$ cat src/rtl/uart_ctrl_pkg.sv
// Shared definitions for the UART control slice: arbiter state encoding,
// byte width and the default requester count.
package uart_ctrl_pkg;

  localparam int UART_BYTE_W   = 8;
  localparam int N_REQ_DEFAULT = 4;

  typedef enum logic [1:0] {
    ARB_IDLE      = 2'd0,
    ARB_START     = 2'd1,
    ARB_WAIT_BUSY = 2'd2,
    ARB_WAIT_DONE = 2'd3
  } tx_arb_state_t;

endpackage

$ cat src/rtl/rr_picker.sv
// Combinational one-hot round-robin selector. The search starts at the
// index just after last_winner and wraps; pick is zero when no req is set.
module rr_picker
  import uart_ctrl_pkg::*;
#(
  parameter int N_REQ = N_REQ_DEFAULT,
  parameter int IDX_W = (N_REQ > 1) ? $clog2(N_REQ) : 1
) (
  input  logic [N_REQ-1:0] req,
  input  logic [IDX_W-1:0] last_winner,
  output logic [N_REQ-1:0] pick
);

  logic             found_s;
  logic [IDX_W-1:0] idx_s;

  // Walk the requesters in priority order; the first one set wins.
  always_comb begin
    pick    = '0;
    found_s = 1'b0;
    idx_s   = '0;
    for (int i = 1; i <= N_REQ; i++) begin
      idx_s        = IDX_W'((int'(last_winner) + i) % N_REQ);
      pick[idx_s]  = req[idx_s] & ~found_s;
      found_s      = found_s | req[idx_s];
    end
  end

endmodule

$ cat src/rtl/uart_tx_arbiter.sv
// Round-robin arbiter sharing one 8N1 byte transmitter between N_REQ
// requesters, with optional packet lock and a busy-rise timeout fault.
module uart_tx_arbiter
  import uart_ctrl_pkg::*;
#(
  parameter int N_REQ   = N_REQ_DEFAULT,
  parameter int BUSY_TO = 16
) (
  input  logic                         clk,
  input  logic                         rst,
  input  logic [N_REQ-1:0]             req,
  input  logic [UART_BYTE_W*N_REQ-1:0] req_data,
  input  logic [N_REQ-1:0]             req_last,
  output logic [N_REQ-1:0]             ack,
  output logic [N_REQ-1:0]             grant,
  output logic                         tx_start,
  output logic [UART_BYTE_W-1:0]       tx_data,
  input  logic                         tx_busy,
  output logic                         tx_err
);

  localparam int IDX_W = (N_REQ > 1) ? $clog2(N_REQ) : 1;

  tx_arb_state_t          state_q, state_d;
  logic [N_REQ-1:0]       grant_q, grant_d;
  logic [N_REQ-1:0]       ack_q, ack_d;
  logic [IDX_W-1:0]       winner_q, winner_d;
  logic [IDX_W-1:0]       last_q, last_d;
  logic                   lock_q, lock_d;
  logic [7:0]             cnt_q, cnt_d;
  logic [UART_BYTE_W-1:0] tx_data_q, tx_data_d;
  logic                   tx_start_q, tx_start_d;
  logic                   tx_err_q, tx_err_d;

  logic [N_REQ-1:0]       pick_s;
  logic [IDX_W-1:0]       pick_idx_s;
  logic [UART_BYTE_W-1:0] pick_data_s;
  logic [UART_BYTE_W-1:0] win_data_s;

  rr_picker #(
    .N_REQ (N_REQ),
    .IDX_W (IDX_W)
  ) u_picker (
    .req         (req),
    .last_winner (last_q),
    .pick        (pick_s)
  );

  // One-hot to index/byte muxes for the fresh pick and the current owner.
  always_comb begin
    pick_idx_s  = '0;
    pick_data_s = '0;
    win_data_s  = '0;
    for (int i = 0; i < N_REQ; i++) begin
      pick_idx_s  = pick_idx_s  | ({IDX_W{pick_s[i]}} & IDX_W'(i));
      pick_data_s = pick_data_s | ({UART_BYTE_W{pick_s[i]}} & req_data[i*UART_BYTE_W +: UART_BYTE_W]);
      win_data_s  = win_data_s  | ({UART_BYTE_W{grant_q[i]}} & req_data[i*UART_BYTE_W +: UART_BYTE_W]);
    end
  end

  // Next-state logic; tx_start and ack are raised on entry to START so
  // they are registered yet high exactly during the START cycle.
  always_comb begin
    state_d    = state_q;
    grant_d    = grant_q;
    ack_d      = '0;
    winner_d   = winner_q;
    last_d     = last_q;
    lock_d     = lock_q;
    cnt_d      = cnt_q;
    tx_data_d  = tx_data_q;
    tx_start_d = 1'b0;
    tx_err_d   = tx_err_q;
    case (state_q)
      ARB_IDLE: begin
        if (|req) begin
          grant_d    = pick_s;
          winner_d   = pick_idx_s;
          tx_data_d  = pick_data_s;
          tx_start_d = 1'b1;
          ack_d      = pick_s;
          state_d    = ARB_START;
        end else begin
          state_d = ARB_IDLE;
        end
      end
      ARB_START: begin
        lock_d  = ~req_last[winner_q];
        cnt_d   = 8'd1;
        state_d = ARB_WAIT_BUSY;
      end
      ARB_WAIT_BUSY: begin
        if (tx_busy) begin
          state_d = ARB_WAIT_DONE;
        end else if (cnt_q == 8'(BUSY_TO - 1)) begin
          // cnt_q counts cycles since START, so the fault lands BUSY_TO after it.
          tx_err_d = 1'b1;
          lock_d   = 1'b0;
          grant_d  = '0;
          state_d  = ARB_IDLE;
        end else begin
          cnt_d = cnt_q + 8'd1;
        end
      end
      ARB_WAIT_DONE: begin
        if (tx_busy) begin
          state_d = ARB_WAIT_DONE;
        end else if (!lock_q) begin
          last_d  = winner_q;
          grant_d = '0;
          state_d = ARB_IDLE;
        end else if (req[winner_q]) begin
          tx_data_d  = win_data_s;
          tx_start_d = 1'b1;
          ack_d      = grant_q;
          state_d    = ARB_START;
        end else begin
          state_d = ARB_WAIT_DONE;
        end
      end
      default: begin
        grant_d = '0;
        lock_d  = 1'b0;
        state_d = ARB_IDLE;
      end
    endcase
  end

  // State and output registers.
  always_ff @(posedge clk or posedge rst) begin
    if (rst) begin
      state_q    <= ARB_IDLE;
      grant_q    <= '0;
      ack_q      <= '0;
      winner_q   <= '0;
      last_q     <= IDX_W'(N_REQ - 1);
      lock_q     <= 1'b0;
      cnt_q      <= 8'd0;
      tx_data_q  <= '0;
      tx_start_q <= 1'b0;
      tx_err_q   <= 1'b0;
    end else begin
      state_q    <= state_d;
      grant_q    <= grant_d;
      ack_q      <= ack_d;
      winner_q   <= winner_d;
      last_q     <= last_d;
      lock_q     <= lock_d;
      cnt_q      <= cnt_d;
      tx_data_q  <= tx_data_d;
      tx_start_q <= tx_start_d;
      tx_err_q   <= tx_err_d;
    end
  end

  assign ack      = ack_q;
  assign grant    = grant_q;
  assign tx_start = tx_start_q;
  assign tx_data  = tx_data_q;
  assign tx_err   = tx_err_q;

endmodule
$ cat config.mk
export PLATFORM = sky130hd
export DESIGN_NAME = uart_tx_arbiter
export DESIGN_NICKNAME = d
export VERILOG_FILES = /design/src/rtl/uart_ctrl_pkg.sv /design/src/rtl/rr_picker.sv /design/src/rtl/uart_tx_arbiter.sv
export SDC_FILE = /design/constraint.sdc
export NUM_CORES = 1
export LEC_CHECK = 0
export BUFFER_PORTS_ARGS = -buffer_cell sky130_fd_sc_hd__buf_2
export CAP_MARGIN = 10
export CORE_MARGIN = 2
export CORE_UTILIZATION = 54
export DETAILED_ROUTE_END_ITERATION = 6
export PLACE_DENSITY = 0.92
export SYNTH_ARGS = -nofsm -noshare
export SYNTH_HDL_FRONTEND = slang
export SYNTH_HIERARCHICAL = 1
export SYNTH_SLANG_ARGS = --single-unit
$ cat constraint.sdc
create_clock -name clk -period 4 [get_ports clk]
set_input_delay 0.8 -clock clk [delete_from_list [all_inputs] [get_ports clk]]
set_output_delay 0.8 -clock clk [all_outputs]
set_load 0.03 [all_outputs]
==> flow_summary.json <==
{
  "h-tree-depth": 2,
  "fin_skew_ps": 3.04,
  "totalWireLength_um": 5760,
  "critPathLaunch": "last_q[0]",
  "fin_setup_tns_ps": 0,
  "fin_crit_sh": 0.916,
  "rsz0062_at_grt": "false",
  "reg2reg_to": "tx_data[5]",
  "tightest_slew_ps": 1310,
  "critPathKind": "register to register",
  "cts_buffers": 5,
  "seq_area_um2": 828,
  "r2r-start": "last_q[0]",
  "fillCellCount": 352,
  "hold_path_end": "tx_err",
  "fin_cells": 346,
  "antenna_cells": 0,
  "grt_max_degree": 34,
  "ys_types": 54,
  "grt_pass1_wl_um": 9410,
  "core_area_mm2": 0.00432,
  "cts.sinks": 33,
  "crit_path_start_kind": "register",
  "clk_latency_ps": 290,
  "ys.flop_type": "dfrtp_1",
  "postCtsResizedCells": 0,
  "dp.cells": 338,
  "antenna_found_initial": 0,
  "synth_cells": 233,
  "syn_area_per_cell_um2": 10.4,
  "crit_path_max_fanout": 10,
  "worst_setup_path_end_kind": "register",
  "status": "complete, no violations",
  "grt_pass1_vias": 2103,
  "ys_warn_count": 6,
  "vias_per_cell": 6.23,
  "cts_setup_buffers": 0,
  "hold_class": "register to register",
  "synth-seq-cells": 33,
  "reg2reg_depth": 10,
  "hold_viol": 0,
  "nets": 349,
  "globalRouteTotalUtil": 0.234,
  "drtPass1Iterations": 5,
  "cts-root-buf": "clkbuf_8",
  "multiInputGateArea_mm2": 0.00149,
  "r2r_slack_ps": 340,
  "synthArstFlopShare": 1.00,
  "drc": 0,
  "fmax_ghz": 0.273,
  "num_rows": 24,
  "cts_hold_buf": 0,
  "synth.cell_area_mm2": 0.00242,
  "gp_congestion": 0.870,
  "die-area_mm2": 0.00504,
  "die_x_um": 71.0,
  "cts_buffer_depth": 2,
  "synth_edf_count": 0,
  "cts_tree": "built",
  "layout-drive-gt1-share": 0.330,
  "drt_iter0_drc": 166,
  "synth_area_leaders": "dfrtp_1, ha_1, a22oi_1",
  "overflow": 0,
  "numPortBuffers": 60,
  "die_y_um": 71.0,
  "synthTopCellsByCount": "dfrtp_1, a22oi_1, a22o_1, ha_1, inv_1",
  "leakagePower_nw": 1.36,
  "clk_pin_slew_worst_paths_ps": 70,
  "critPathRequiredTime_ps": 4230,
  "area_delta_synth_final_pct": 18.8,
  "power_density_mw_per_mm2": 902,
  "ios": 61,
  "yosysMostFrequentCell": "dfrtp_1",
  "fin_area_mm2": 0.00288,
  "p_total_mw": 2.60,
  "finalCriticalPeriod_ps": 3660,
  "yosys.area.top_type": "dfrtp_1",
  "place_area_mm2": 0.00276,
  "ir_drop_mv": 0.484,
  "min_from": "tx_err",
  "dpl.hpwl_um": 4020,
  "setup_violations": 0,
  "ant_nets": 0,
  "slew_viol_final": 0,
  "whs_path_depth": 1,
  "hold_slack_ps": 460,
  "routedWlPerCell_um": 16.7,
  "maxCapViolCount": 0,
  "syn_nets": 289,
  "relSlewSlack": 0.127,
  "synth-seq-area-share": 0.342,
  "vias": 2156,
  "start_util": 0.560,
  "yosysTopAreaCellShare": 0.320,
  "crit_arrival_ps": 3890
}
==> layer usage <==
layer  GRT usage  up-vias  part of all wire
met1       0.292     1037              0.43
met5           0        -                 0
li1            -     1023                 -
met2       0.389       80              0.49
met3      0.0513       16             0.063
met4       0.105        0             0.022
==> layout by cell type, fill, tap and decap left out, types with 3 or more instances in the layout <==
cell type  synthesis  layout
a21oi_1            5       5
a221oi_1           4       4
a22o_1            14      14
a22oi_1           18      18
a31oi_1            8       8
buf_2              0      60
buf_4              0       4
clkbuf_8           0       6
dfrtp_1           31      31
ha_1              13      13
inv_1             13      13
mux2_2             3       3
mux2_4             7       7
mux2i_1            6       6
mux4_1             4       4
nand2_1           12      12
nand2b_1           3       3
nand3_1            4       4
nor2_1            10      10
nor2b_1            7       7
nor3_1             7       7
o21ai_0            8       8
or3_1              3       3
xor2_1             3       3
==> power breakdown <==
part / internal [mW] / switching, mW / total, mW
sequential: 0.469 / 0.148 / 0.618
clock: 0.203 / 0.128 / 0.332
combinational: 0.760 / 0.887 / 1.65
==> cells by family (layout without fill, tap and decap cells) <==
family          count (synthesis)  count (layout)  synth area share
flops                          33              33             0.342
mux                            22              22             0.144
compound gates                 73              73             0.237
xor+xnor                        4               4            0.0145
simple gates                   64              64             0.152
fa+ha+maj                      13              13            0.0672
buf+inv                        24              85            0.0434
==> per-stage QoR <==
step | util | setup WS (ps)
3_5_place_dp | 0.639 | 385
5_1_grt | 0.666 | 167
3_3_place_gp | 0.639 | 448
2_1_floorplan | - | 1010
4_1_cts | 0.666 | 359
6_report | 0.666 | 337
==> flip-flops by register name, summed over array words and instances, names as in the netlist <==
signal and flops:
ack 4, lock_q 1, last_q 2, tx_start 1, winner_q 2, cnt_q 8, tx_data 8, grant 4
tx_err 1, state_q 2
==> worst max-delay path, cell delays in order (launching register included) <==
cell,delay [ps]
dfstp_2,650
inv_1,120
ha_1,330
mux4_2,390
nor2_2,150
nand3b_1,140
a221oi_1,1090
a22o_1,290
nor3_1,60
a31oi_1,210
mux2_4,170
==> area by class of cell <==
cell class / count / area share
repair buffers: 64 / 0.115
flip-flops and latches: 33 / 0.288
clock inverters: 1 / 0.0104
clock buffers: 7 / 0.0300
multi-input cells: 176 / 0.517
well taps: 52 / 0.0226
inverters: 13 / 0.0170
==> worst max-delay path by stage <==
stage,end,slack [ps],cells past startpoint
global placement,tx_data[4],450,9
global route,tx_data[5],170,10
finish,tx_data[5],340,10
detailed placement,tx_data[5],380,9
CTS,tx_data[5],360,10
floorplan,tx_data[1],1010,11
Note: power is estimated with default switching activity, not from simulation.
